==> src/rtl/nios_fast_oci_trace_im.sv <==
`default_nettype none
// ============================================================================
// nios_fast_oci_trace_im : circular instruction-trace RAM with JTAG readout.
// Optional macro NIOS_FAST_TRACE_TRIGGER_STOP_EN: stop POST_TRIG words after trc_trigger.
// Revision: 1.0
// ============================================================================
module nios_fast_oci_trace_im #(
  parameter int ADDR_W    = 7,
  parameter int DATA_W    = 36,
  parameter int POST_TRIG = 16
) (
  input  logic              clk,
  input  logic              reset,
  input  logic              tw_valid,
  input  logic [DATA_W-1:0] tw_data,
  input  logic              trc_trigger,
  input  logic [37:0]       jdo,
  input  logic              take_action_tracectrl,
  input  logic              take_action_tracemem_a,
  input  logic              take_no_action_tracemem_a,
  input  logic              take_action_tracemem_b,
  output logic              trc_on,
  output logic              tracemem_on,
  output logic [ADDR_W-1:0] trc_im_addr,
  output logic              trc_wrap,
  output logic [DATA_W-1:0] tracemem_trcdata,
  output logic              tracemem_tw
);

  localparam int              DEPTH     = 1 << ADDR_W;
  localparam logic [ADDR_W-1:0] LAST_ADDR = {ADDR_W{1'b1}};

  logic [DATA_W-1:0] mem [DEPTH];

  logic              trc_on_q, trc_on_d;
  logic              tracemem_on_q, tracemem_on_d;
  logic [ADDR_W-1:0] trc_im_addr_q, trc_im_addr_d;
  logic              trc_wrap_q, trc_wrap_d;
  logic              wrap_mode_q, wrap_mode_d;
  logic [ADDR_W-1:0] rd_addr_q, rd_addr_d;
  logic              rd_pend_q, rd_pend_d;
  logic [DATA_W-1:0] trcdata_q, trcdata_d;
  logic              tw_q, tw_d;

  logic              mem_we;
  logic [ADDR_W-1:0] mem_waddr;
  logic [DATA_W-1:0] mem_wdata;
  logic              capture;

  // A control write in the same cycle as a trace word drops the word.
  assign capture = tw_valid && tracemem_on_q && !take_action_tracectrl;

`ifdef NIOS_FAST_TRACE_TRIGGER_STOP_EN
  localparam int CNT_W = (POST_TRIG < 2) ? 1 : $clog2(POST_TRIG + 1);
  logic             armed_q, armed_d;
  logic [CNT_W-1:0] cnt_q, cnt_d;
`endif

  logic unused_ok;
  assign unused_ok = ^{trc_trigger, jdo};

  always_comb begin
    trc_on_d      = trc_on_q;
    tracemem_on_d = tracemem_on_q;
    trc_im_addr_d = trc_im_addr_q;
    trc_wrap_d    = trc_wrap_q;
    wrap_mode_d   = wrap_mode_q;
    rd_addr_d     = rd_addr_q;
    rd_pend_d     = 1'b0;
    mem_we        = 1'b0;
    mem_waddr     = trc_im_addr_q;
    mem_wdata     = tw_data;
    trcdata_d     = rd_pend_q ? mem[rd_addr_q] : trcdata_q;
    tw_d          = rd_pend_q ? (trc_wrap_q || (rd_addr_q < trc_im_addr_q)) : tw_q;

    if (take_action_tracectrl) begin
      if (jdo[4]) begin
        trc_im_addr_d = '0;
        trc_wrap_d    = 1'b0;
      end
      trc_on_d      = jdo[3];
      tracemem_on_d = jdo[3];
      wrap_mode_d   = jdo[2];
    end else if (capture) begin
      mem_we        = 1'b1;
      trc_im_addr_d = trc_im_addr_q + 1'b1;
      if (trc_im_addr_q == LAST_ADDR) begin
        trc_wrap_d = 1'b1;
        if (!wrap_mode_q) tracemem_on_d = 1'b0;
      end
    end

    // JTAG write only while idle, so it never collides with a capture write.
    if (take_action_tracemem_b) begin
      if (!tracemem_on_q) begin
        mem_we    = 1'b1;
        mem_waddr = rd_addr_q;
        mem_wdata = jdo[DATA_W-1:0];
        rd_addr_d = rd_addr_q + 1'b1;
      end
    end else if (take_action_tracemem_a) begin
      rd_addr_d = jdo[ADDR_W+16:17];
      rd_pend_d = 1'b1;
    end else if (take_no_action_tracemem_a) begin
      rd_addr_d = rd_addr_q + 1'b1;
      rd_pend_d = 1'b1;
    end

`ifdef NIOS_FAST_TRACE_TRIGGER_STOP_EN
    armed_d = armed_q;
    cnt_d   = cnt_q;
    if (take_action_tracectrl) begin
      if (jdo[3]) armed_d = 1'b0;
    end else if (armed_q) begin
      if (capture) begin
        cnt_d = cnt_q - 1'b1;
        if (cnt_q <= CNT_W'(1)) begin
          armed_d       = 1'b0;
          tracemem_on_d = 1'b0;
        end
      end
    end else if (trc_trigger && tracemem_on_q) begin
      armed_d = 1'b1;
      cnt_d   = CNT_W'(POST_TRIG);
    end
`endif
  end

  always_ff @(posedge clk or posedge reset) begin
    if (reset) begin
      trc_on_q      <= 1'b0;
      tracemem_on_q <= 1'b0;
      trc_im_addr_q <= '0;
      trc_wrap_q    <= 1'b0;
      wrap_mode_q   <= 1'b0;
      rd_addr_q     <= '0;
      rd_pend_q     <= 1'b0;
      trcdata_q     <= '0;
      tw_q          <= 1'b0;
`ifdef NIOS_FAST_TRACE_TRIGGER_STOP_EN
      armed_q       <= 1'b0;
      cnt_q         <= '0;
`endif
    end else begin
      trc_on_q      <= trc_on_d;
      tracemem_on_q <= tracemem_on_d;
      trc_im_addr_q <= trc_im_addr_d;
      trc_wrap_q    <= trc_wrap_d;
      wrap_mode_q   <= wrap_mode_d;
      rd_addr_q     <= rd_addr_d;
      rd_pend_q     <= rd_pend_d;
      trcdata_q     <= trcdata_d;
      tw_q          <= tw_d;
`ifdef NIOS_FAST_TRACE_TRIGGER_STOP_EN
      armed_q       <= armed_d;
      cnt_q         <= cnt_d;
`endif
    end
  end

  always_ff @(posedge clk) begin
    if (mem_we) mem[mem_waddr] <= mem_wdata;
  end

  assign trc_on           = trc_on_q;
  assign tracemem_on      = tracemem_on_q;
  assign trc_im_addr      = trc_im_addr_q;
  assign trc_wrap         = trc_wrap_q;
  assign tracemem_trcdata = trcdata_q;
  assign tracemem_tw      = tw_q;

endmodule
`default_nettype wire

==> config.mk <==
export PLATFORM = sky130hd
export DESIGN_NAME = nios_fast_oci_trace_im
export DESIGN_NICKNAME = d
export VERILOG_FILES = /design/src/rtl/nios_fast_oci_trace_im.sv
export SDC_FILE = /design/constraint.sdc
export NUM_CORES = 2
export LEC_CHECK = 0
export ABC_CLOCK_PERIOD_IN_PS = 4940
export CAP_MARGIN = 10
export CELL_PAD_IN_SITES_DETAIL_PLACEMENT = 1
export CELL_PAD_IN_SITES_GLOBAL_PLACEMENT = 1
export CORE_MARGIN = 3
export CORE_UTILIZATION = 50
export DETAILED_ROUTE_END_ITERATION = 12
export PLACE_DENSITY = 0.73
export SYNTH_ARGS = -nofsm -noshare
export SYNTH_HDL_FRONTEND = slang
export SYNTH_MEMORY_MAX_BITS = 65536
export SYNTH_SLANG_ARGS = --single-unit
==> constraint.sdc <==
create_clock -name clk -period 4.94 [get_ports clk]
set_input_delay 0.741 -clock clk [delete_from_list [all_inputs] [get_ports clk]]
set_output_delay 0.741 -clock clk [all_outputs]
set_load 0.05 [all_outputs]
==> results.sh <==
export IMPL_hold_viol_final=0
export IMPL_yosys_most_used_dff="edfxtp_1"
export IMPL_max_vdd_ir_drop_mv=0.512
export IMPL_seqCellArea_sq_um=140000
export IMPL_remaining_drc_errors=0
export IMPL_dieArea_sq_um=366000
export IMPL_start_util=0.503
export IMPL_hold_slack_ps=121
export IMPL_avgViaCountPerCell=6.62
export IMPL_period_needed_ps=4560
export IMPL_maxSlewHeadroom=0.130
export IMPL_period_share=0.923
export IMPL_die_w_um=605
export IMPL_fmax_mhz=219
export IMPL_p_per_area_nw_per_um2=524
export IMPL_fp_dieH_um=605
export IMPL_wl_per_cell_um=38.4
export IMPL_synth_top_area_share=0.771
export IMPL_clkPwrFrac=0.319
export IMPL_yosysSeqAreaShare=0.779
export IMPL_cts_root_buffer="clkbuf_16"
export IMPL_synth_cells=8297
export IMPL_grt_max_degree=129
export IMPL_finalWorstSetupSlack_ps=378
export IMPL_ys_ff_latch=4664
export IMPL_p_comb_frac=0.262
export IMPL_cp_max_fo=29
export IMPL_dp_hpwl_um=313000
export IMPL_path_class="flip-flop to flip-flop"
export IMPL_htreeDepth=5
export IMPL_slew_violations=0
export IMPL_syn_num_nets=8387
export IMPL_grt_overflow=0
export IMPL_maxCapViolations=0
export IMPL_dpl_cell_count=13264
export IMPL_clock_path_buffers=4
export IMPL_synth_area_leader_cell="edfxtp_1"
export IMPL_io_pins=129
export IMPL_final_setup_tns_ps=0
export IMPL_async_flop_share=0.0120
export IMPL_drive_gt1_frac=0.259
export IMPL_core_sq_um=356000
export IMPL_start_kind="flip-flop"
export IMPL_antenna_found_initial=41
export IMPL_crit_arrival_ps=5360
export IMPL_gp_congestion=0.850
export IMPL_yosysWarnings=0
export IMPL_antenna_left=0
export IMPL_rsz0062_at_grt="false"
export IMPL_p_seq_frac=0.419
export IMPL_dr_first_iter_drc_count=13645
export IMPL_switching_share=0.314
export IMPL_synth_edf_count=4608
export IMPL_clk_latency_ps=990
export IMPL_status="complete, no violations"
export IMPL_setup_viol=0
export IMPL_synth_commonest_cells="edfxtp_1, mux4_2, mux2i_1"
export IMPL_yosysUniqueCellTypes=55
export IMPL_p_leak_nw=66.6
export IMPL_syn_area_per_cell_sq_um=21.6
export IMPL_finish_instance_area_sq_um=206000
export IMPL_power_total_mw=108
export IMPL_intPower_mw=74.1
export IMPL_grt_pass1_vias=97405
export IMPL_p_switching_mw=33.9
export IMPL_syn_to_final_growth_pct=15.0
export IMPL_required_ps=5740
export IMPL_utilization=0.579
export IMPL_grt_pass1_wl_um=760000
export IMPL_multi_input_area_sq_um=38100
export IMPL_vias=93409
export IMPL_netlist_area_sq_um=179000
export IMPL_synth_area_leaders="edfxtp_1, mux4_2, mux2i_1"
export IMPL_grt_usage=0.296
export IMPL_layout_nets=9057
export IMPL_clkSinkCount=4664
export IMPL_cts_resized=0
export IMPL_clk_pin_slew_ps=70
export IMPL_numCtsBuffers=449
export IMPL_place_ws_ps=315
export IMPL_post_synth_top_count_cell="edfxtp_1"
export IMPL_end_kind="flip-flop"
export IMPL_clock_skew_final_ps=42.9
export IMPL_post_dp_cell_area_sq_um=192000
export IMPL_hold_buffers=0
export IMPL_n_fill_cell=29665
export IMPL_tightest_slew_ps=1310
export IMPL_drt_wl_total_um=542000
export IMPL_cts_setup_buffers=0
export IMPL_cts_tree="yes"
export IMPL_hp_class="input pin to async pin"
export IMPL_rows=219
export IMPL_fin_cells=14115
export IMPL_drt_pass1_iterations=8
export IMPL_io_buffer_count=125
-- worst max-delay path, stage by stage, from the launching register on --
cell and delay, ps:
dfrtp_4 1290, buf_12 290, buf_4 260, mux4_2 530, o22ai_1 480, a2111oi_1 160
buf_2 240, buf_4 160, a211oi_1 820, nor3_1 110
-- cell usage in the layout, fill, tap and decap left out, types with 101 or more instances in the layout --
master / count
clkinv_2: 110
nor2_4: 130
clkdlybuf4s50_1: 125
clkinv_1: 104
mux2i_1: 667
a21oi_1: 162
edfxtp_1: 4608
clkbuf_16: 458
nor2_1: 154
a211oi_1: 126
o22ai_1: 163
mux4_2: 923
buf_12: 166
buf_4: 413
nand2_1: 170
o221ai_1: 101
-- logic make-up (layout without fill, tap and decap cells) --
family | after synthesis | in the layout | synth area share
flip-flops | 4664 | 4664 | 0.779
AND/OR/NAND/NOR | 630 | 630 | 0.0148
adder cells (fa/ha/maj) | 8 | 8 | 0.000558
XOR/XNOR | 3 | 3 | 0.000147
other | 0 | 11 | 0
multiplexers | 1627 | 1627 | 0.155
buffers and inverters | 498 | 1554 | 0.0167
AO/OA/AOI/OAI | 867 | 867 | 0.0330
-- flip-flops by register name (all words and copies together), names as in the netlist --
| name | cells |
|---|---|
| tracemem_tw | 1 |
| rd_addr_q | 7 |
| trc_im_addr | 7 |
| trc_on | 1 |
| mem | 4608 |
| tracemem_trcdata | 36 |
| trc_wrap | 1 |
| wrap_mode_q | 1 |
| rd_pend_q | 1 |
| tracemem_on | 1 |
-- power by group through the flow --
stage / clock network [mW] / logic [mW] / registers, mW
final: 34.5 / 28.3 / 45.2
after global routing: 36.4 / 29.2 / 45.2
after CTS: 34.8 / 28.0 / 45.2
after detailed placement: 0 / 27.7 / 46.1
after global placement: 0 / 26.9 / 46.0
after floorplan: 0 / 15.4 / 46.1
-- layer usage --
layer	GRT usage	vias to the layer above	routed length (um)
met5	0	-	100
met4	0.130	14	28000
met3	0.0631	1089	59200
met2	0.472	5860	260000
met1	0.397	50136	195000
li1	-	36310	-
-- worst paths after layout --
path | start | to | slack, ps | depth (start not counted)
worst max-delay path | rd_addr_q[1] | tracemem_trcdata[25] | 380 | 9
worst min-delay path | reset | trc_im_addr[3] | 120 | 2
worst max register to register | rd_addr_q[1] | tracemem_trcdata[25] | 380 | 9
worst min register to register | trc_on | trc_on | 550 | 2
max in group asynchronous | reset | tracemem_trcdata[18] | 3560 | 3
min in group clk | jdo[3] | tracemem_on | 420 | 3
-- cell type report --
cell class                 count  area share
inverter                      10    0.000182
multi-input combinational   3135       0.185
clock buffer                 542      0.0575
tap                         4751      0.0288
timing repair buffer         707      0.0373
clock inverter               295      0.0135
antenna                       11    0.000133
sequential                  4664       0.678
Power figures use the tool's default switching activity.
